<file path="config.mk">
export PLATFORM = sky130hd
export DESIGN_NAME = mem_lsu
export DESIGN_NICKNAME = d
export VERILOG_FILES = /design/src/rtl/mem_lsu.sv
export SDC_FILE = /design/constraint.sdc
export NUM_CORES = 1
export LEC_CHECK = 0
export BUFFER_PORTS_ARGS = -buffer_cell sky130_fd_sc_hd__buf_2
export CORE_ASPECT_RATIO = 0.75
export CORE_MARGIN = 8
export CORE_UTILIZATION = 45
export CTS_CLUSTER_SIZE = 14
export DETAILED_ROUTE_END_ITERATION = 8
export PLACE_DENSITY_LB_ADDON = 0.2
export SYNTH_ARGS = -nofsm -noshare
export SYNTH_HDL_FRONTEND = slang
export SYNTH_SLANG_ARGS = --single-unit
</file>
<file path="constraint.sdc">
create_clock -name clk -period 2.28 [get_ports clk]
set_input_delay 0.342 -clock clk [delete_from_list [all_inputs] [get_ports clk]]
set_output_delay 0.342 -clock clk [all_outputs]
set_load 0.005 [all_outputs]
</file>
<file path="src/rtl/mem_lsu.sv">
// Load/store unit between the execute stage and the single-port data memory.
// Optional feature: define MEM_LSU_RANGE_CHECK_EN to reject addresses beyond the memory size.
module mem_lsu #(
    parameter int DMEM_AW = 12
) (
    input  logic               clk,
    input  logic               rst_n,
    input  logic               req_valid,
    output logic               req_ready,
    input  logic               req_we,
    input  logic [2:0]         req_funct3,
    input  logic [31:0]        req_addr,
    input  logic [31:0]        req_wdata,
    output logic               resp_valid,
    output logic [31:0]        resp_rdata,
    output logic               resp_err,
    output logic [DMEM_AW-1:0] dmem_addr,
    output logic               dmem_we,
    output logic [31:0]        dmem_din,
    input  logic [31:0]        dmem_dout
);

    // state | meaning
    // IDLE  | waiting for a request, req_ready high
    // RD    | memory read issued for load or sub-word store
    // LOAD  | read data valid, extract and register result
    // STORE | memory write (full word or merged sub-word)
    // RESP  | one-cycle response pulse
    typedef enum logic [2:0] {IDLE, RD, LOAD, STORE, RESP} state_t;

    state_t             state, state_nxt;
    logic [DMEM_AW+1:0] addr_q;
    logic [2:0]         f3_q;
    logic               we_q;
    logic [31:0]        wdata_q;

    logic        accept;
    logic        illegal, misalign, range_err, req_err, req_sw;
    logic [31:0] lane_word, load_data, store_data;

`ifdef MEM_LSU_RANGE_CHECK_EN
    assign range_err = |req_addr[31:DMEM_AW+2];
`else
    logic unused_addr_hi;
    assign unused_addr_hi = ^req_addr[31:DMEM_AW+2];
    assign range_err      = 1'b0;
`endif

    assign req_ready  = (state == IDLE);
    assign accept     = req_valid && req_ready;
    assign req_sw     = req_we && (req_funct3 == 3'b010);
    assign resp_valid = (state == RESP);
    assign dmem_we    = (state == STORE);
    assign dmem_addr  = addr_q[DMEM_AW+1:2];
    assign dmem_din   = (state == STORE) ? store_data : 32'h0;

    always_comb begin
        illegal = 1'b1;
        case (req_funct3)
            3'b000, 3'b001, 3'b010: illegal = 1'b0;
            3'b100, 3'b101:         illegal = req_we;
            default:                illegal = 1'b1;
        endcase
        misalign = ((req_funct3[1:0] == 2'b01) && req_addr[0]) ||
                   ((req_funct3[1:0] == 2'b10) && (req_addr[1:0] != 2'b00));
        req_err  = illegal || misalign || range_err;
    end

    always_comb begin
        lane_word = dmem_dout >> {addr_q[1:0], 3'b000};
        load_data = 32'h0;
        case (f3_q)
            3'b000:  load_data = {{24{lane_word[7]}}, lane_word[7:0]};
            3'b001:  load_data = {{16{lane_word[15]}}, lane_word[15:0]};
            3'b010:  load_data = dmem_dout;
            3'b100:  load_data = {24'h0, lane_word[7:0]};
            3'b101:  load_data = {16'h0, lane_word[15:0]};
            default: load_data = 32'h0;
        endcase
    end

    // Sub-word stores overwrite only their lane of the word read in RD.
    always_comb begin
        store_data = dmem_dout;
        case (f3_q[1:0])
            2'b00:   store_data[{addr_q[1:0], 3'b000} +: 8]  = wdata_q[7:0];
            2'b01:   store_data[{addr_q[1], 4'b0000} +: 16] = wdata_q[15:0];
            default: store_data = wdata_q;
        endcase
    end

    always_comb begin
        state_nxt = state;
        case (state)
            IDLE: begin
                if (accept) begin
                    if (req_err)     state_nxt = RESP;
                    else if (req_sw) state_nxt = STORE;
                    else             state_nxt = RD;
                end
            end
            RD:      state_nxt = we_q ? STORE : LOAD;
            LOAD:    state_nxt = RESP;
            STORE:   state_nxt = RESP;
            RESP:    state_nxt = IDLE;
            default: state_nxt = IDLE;
        endcase
    end

    always_ff @(posedge clk or negedge rst_n) begin
        if (!rst_n) state <= IDLE;
        else        state <= state_nxt;
    end

    always_ff @(posedge clk or negedge rst_n) begin
        if (!rst_n) begin
            addr_q     <= '0;
            f3_q       <= 3'b000;
            we_q       <= 1'b0;
            wdata_q    <= 32'h0;
            resp_rdata <= 32'h0;
            resp_err   <= 1'b0;
        end else if (accept) begin
            addr_q     <= req_addr[DMEM_AW+1:0];
            f3_q       <= req_funct3;
            we_q       <= req_we;
            wdata_q    <= req_wdata;
            resp_rdata <= 32'h0;
            resp_err   <= req_err;
        end else if (state == LOAD) begin
            resp_rdata <= load_data;
        end
    end

endmodule

</file>
==> results list <==
- The flow ran to the end, but the final reports show violations.
* Violated checks: hold timing, setup timing
- Async S/R FF share, synth: 100%
- Clock-pin slew was measured on the worst setup and hold paths at roughly 0.070 ns.
* Number of filler cells placed in the layout: around 1000
* Largest net degree at the start of global routing: 46
- Net switching is between 40% and 50% of the power.
- The hold violation total from the final report is 7.
* Largest fanout on the critical path: 8
- Summed over all nets, the switching power comes to ~3.6 mW.
- Number of antenna violations at the first check in global routing: 0
- Via-per-instance ratio: between 6 and 7
- Synthesis produced a netlist whose cell count is slightly below 600.
- Growth of design area from synthesis to finish: 33.2%
- In the final layout, the multi-input gates occupy between 0.002 and 0.003 mm2.
- DRC: 0
- For this configuration, the core starts out at a cell density of between 40% and 50%.
- Worst hold slack: -0.0115 ns
- The top cell type by area accounts for 41.1% of the synthesized area.
* Internal power contribution: 5.24 mW
- During I/O placement, the number of pins put on the boundary was between 150 and 200.
- The die covers about 0.015 mm2.
- Counting along the longest clock path gives a buffer depth of 2.
- Most common cell after layout, fill and taps aside: nand2_1
- Clock network fraction of design power: a little under a fifth
- Clock tree synthesis selected as its root buffer the cell clkbuf_16.
- Sequential cell fraction of total power: 32.2%
- The critical path is of the reg2out type.
- For this run, the post-layout net count is 847.
- Row cnt: 34
* GRT Residual Overflow: 0
- Peak ir drop on the vdd network: between 0.0006 and 0.0007 V
* Top library cells by usage in the layout, fill and taps aside: nand2_1, buf_2, dfrtp_1
* Max-slew violation count: 0
* Area of the placeable core: ~0.011 mm2
- The clock drives 86 sinks.
- The smallest clock period supported by the final layout is computed as roughly 2.4 ns.
- Worst path setup slack after routing: -0.125 ns
- Timing would allow up to about 420 MHz.
* Mapped cell area: about 0.0052 mm2
* Required time at the endpoint of the critical path: around 1.9 ns
- For this block, the routed nets add up to 18900 um of wire.
- Max-slew headroom: a little under three fifths
- Counting flops with a built-in enable in the synthesized netlist gives 0.
- Of the cells placed in the final design, the portion with a size suffix greater than 1 is about two fifths.
* Category of the worst setup path launch point: flop
- Measured along the y axis, the die boundary spans about 110 um.
- For the pin with the worst max-slew slack, the measured transition is approximately 0.65 ns.
* Total clock buffers created by CTS: 9
- Mean Syn Cell Area: approximately 9.0 um2
- Once detail routing completed, the nets flagged for antenna violations numbered 0.
- Chip width: approximately 140 um
* RSZ-0062 raised after global routing: yes
* Drt first-iter violations: 519
* Number of global-route vias before repair: approximately 5300
- Number of different library cells in the post-synthesis netlist: 45
* First-pass GRT wire length: 28700 um
- After synthesis the netlist holds a flip-flop and latch count of 86.
- Critical path capture point type: output port
- Dpl hpwl: roughly 14000 um
- Sequential cells were found to cover between 40% and 50% of the synthesized design area.
- Post-route total power: just under 9 mW
* Initial DRT Pass Iterations: 5
- The min-delay analysis places its worst path in the category in2async.
- The largest individual stage delay along the critical path comes from the cell dfrtp_2.
- Combinational cells account for 48.7% of the total power.
- Warning count from the yosys run: 0
* Cell type contributing the most total cell area after synthesis: dfrtp_1
* Standby leakage power: between 3 and 4 nW
- For this run, the slowest stage of the critical path takes about 0.43 ns.
* Layout Skew: between 0.005 and 0.006 ns
- In the synthesized netlist the dominant register cell turns out to be dfrtp_1.
* Number of antenna repair diodes: 0
- Buffers placed on the I/O ports in this run total 164.
* Ordered list of cells on the worst path: clkinv_4 > ha_4 > and4_4 > a221o_1 > a32o_1 > buf_2
- Weighted congestion reported at the end of routability-driven placement: ~0.88
- Power spread over the standard cell area amounts to between 1000 and 1500 mW/mm2.
* Post-detailed-route wirelength per cell: about 21 um
- GRT Util Overall: about a quarter
- Data arrival time of the critical path: 2.06 ns
- Across the run, the number of max-cap violations was 0.
* Total Neg Setup Slack: -1.61 ns
- Yosys attributes the largest share of cell area to dfrtp_1, nand2_1, a221o_1.
- Worst-skew pair later-pin latency: 0.34 ns
* TritonCTS clock tree: done
- Period utilisation layout: 105%
- Registers take 0.00216 mm2.
* Via total after detailed routing: 5408
- Synthesized netlist net count: 688
- H-tree depth: 3
* Final setup violation count: 21
path summary, 6_finish.rpt:
path / slack, ns / cells past startpoint / startpoint / endpoint
setup / recovery: -0.12 / 6 / addr_q[1] / dmem_din[19]
hold / removal: -0.01 / 1 / rst_n / resp_rdata[16]
setup reg to reg: 0.28 / 6 / addr_q[1] / resp_rdata[18]
hold reg to reg: 0.47 / 2 / addr_q[3] / addr_q[3]
max in group asynchronous: 1.63 / 2 / rst_n / f3_q[0]
min in group clk: 0.18 / 3 / req_addr[3] / addr_q[3]
logic make-up (layout without fill, tap and decap cells):
| family | count (synthesis) | in the layout | synth area share [%] |
|---|---|---|---|
| buf+inv | 73 | 237 | 6.98 |
| fa+ha+maj | 5 | 5 | 1.20 |
| compound gates | 164 | 164 | 24.1 |
| simple gates | 220 | 220 | 18.2 |
| flops | 86 | 86 | 41.1 |
| mux | 32 | 32 | 8.42 |
sequential cells by signal (all words and copies together), names as in the netlist:
register    count
f3_q            3
resp_err        1
addr_q         14
resp_rdata     32
state           3
we_q            1
wdata_q        32
Yosys cell counts (10+ instances only):
| library cell | number |
|---|---|
| dfrtp_1 | 86 |
| o21ai_0 | 13 |
| nor2_1 | 13 |
| buf_2 | 16 |
| mux2_2 | 16 |
| a221o_1 | 33 |
| buf_4 | 15 |
| a22oi_1 | 16 |
| clkbuf_1 | 21 |
| inv_1 | 12 |
| nand2_1 | 168 |
| a21oi_1 | 25 |
| nor2b_1 | 10 |
| o22ai_1 | 24 |
| a221oi_1 | 16 |
| nor3_1 | 13 |
power groups by stage:
stage	Clock (mW)	Sequential (mW)	Combinational, mW
final	1.69	2.85	4.32
after global routing	1.79	2.91	4.70
after CTS	1.73	2.77	3.96
after detailed placement	0	2.77	3.58
after global placement	0	2.75	3.49
after floorplan	0	2.53	2.65
stage by stage:
stage          utilization (%)  cells  hold WS, ns  area, um2  worst slack, ns
6_report                  60.7    888      -0.0115       6970           -0.125
5_1_grt                   60.7    888       0.0258       6970           -0.171
3_3_place_gp              53.7    858        0.369       6170          -0.0979
4_1_cts                   58.6    882      0.00746       6730          -0.0917
2_1_floorplan                -    580       0.0464       5230           0.0939
3_5_place_dp              53.7    858        0.378       6170           -0.179
critical path, delay by kind of cell (launching register included):
family / cells / cell delay, ns
AO/OA/AOI/OAI: 2 / 0.57
adder cells (fa/ha/maj): 1 / 0.28
buffers and inverters: 2 / 0.23
AND/OR/NAND/NOR: 1 / 0.21
flip-flops: 1 / 0.43
what timing repair did:
action                                 in CTS  in global routing
setup endpoints to repair                  32                 31
pin swaps                                  11                 26
endpoints found under the hold margin       0                  0
gates resized for setup                    29                 46
setup buffers                               6                  6
gates cloned                                2                  0
hold buffers                                0                  0
layer usage:
layer	wire [um]	GRT usage [%]	vias up	share of wire, %
met5	0	0	-	0
met4	561	9.79	0	3.0
met3	1780	6.33	42	9.4
met2	8680	37.5	316	46
met1	7840	30.3	2614	42
li1	-	-	2436	-
final cells by class:
class	instances	area share, %
Timing Repair Buffer	205	17.8
Clock inverter	6	1.58
Inverter	16	0.969
Clock buffer	10	3.29
Tap cell	144	2.59
Multi-Input combinational cell	421	42.8
Sequential cell	86	31.0
No activity file was read; power rests on OpenSTA's default activity.
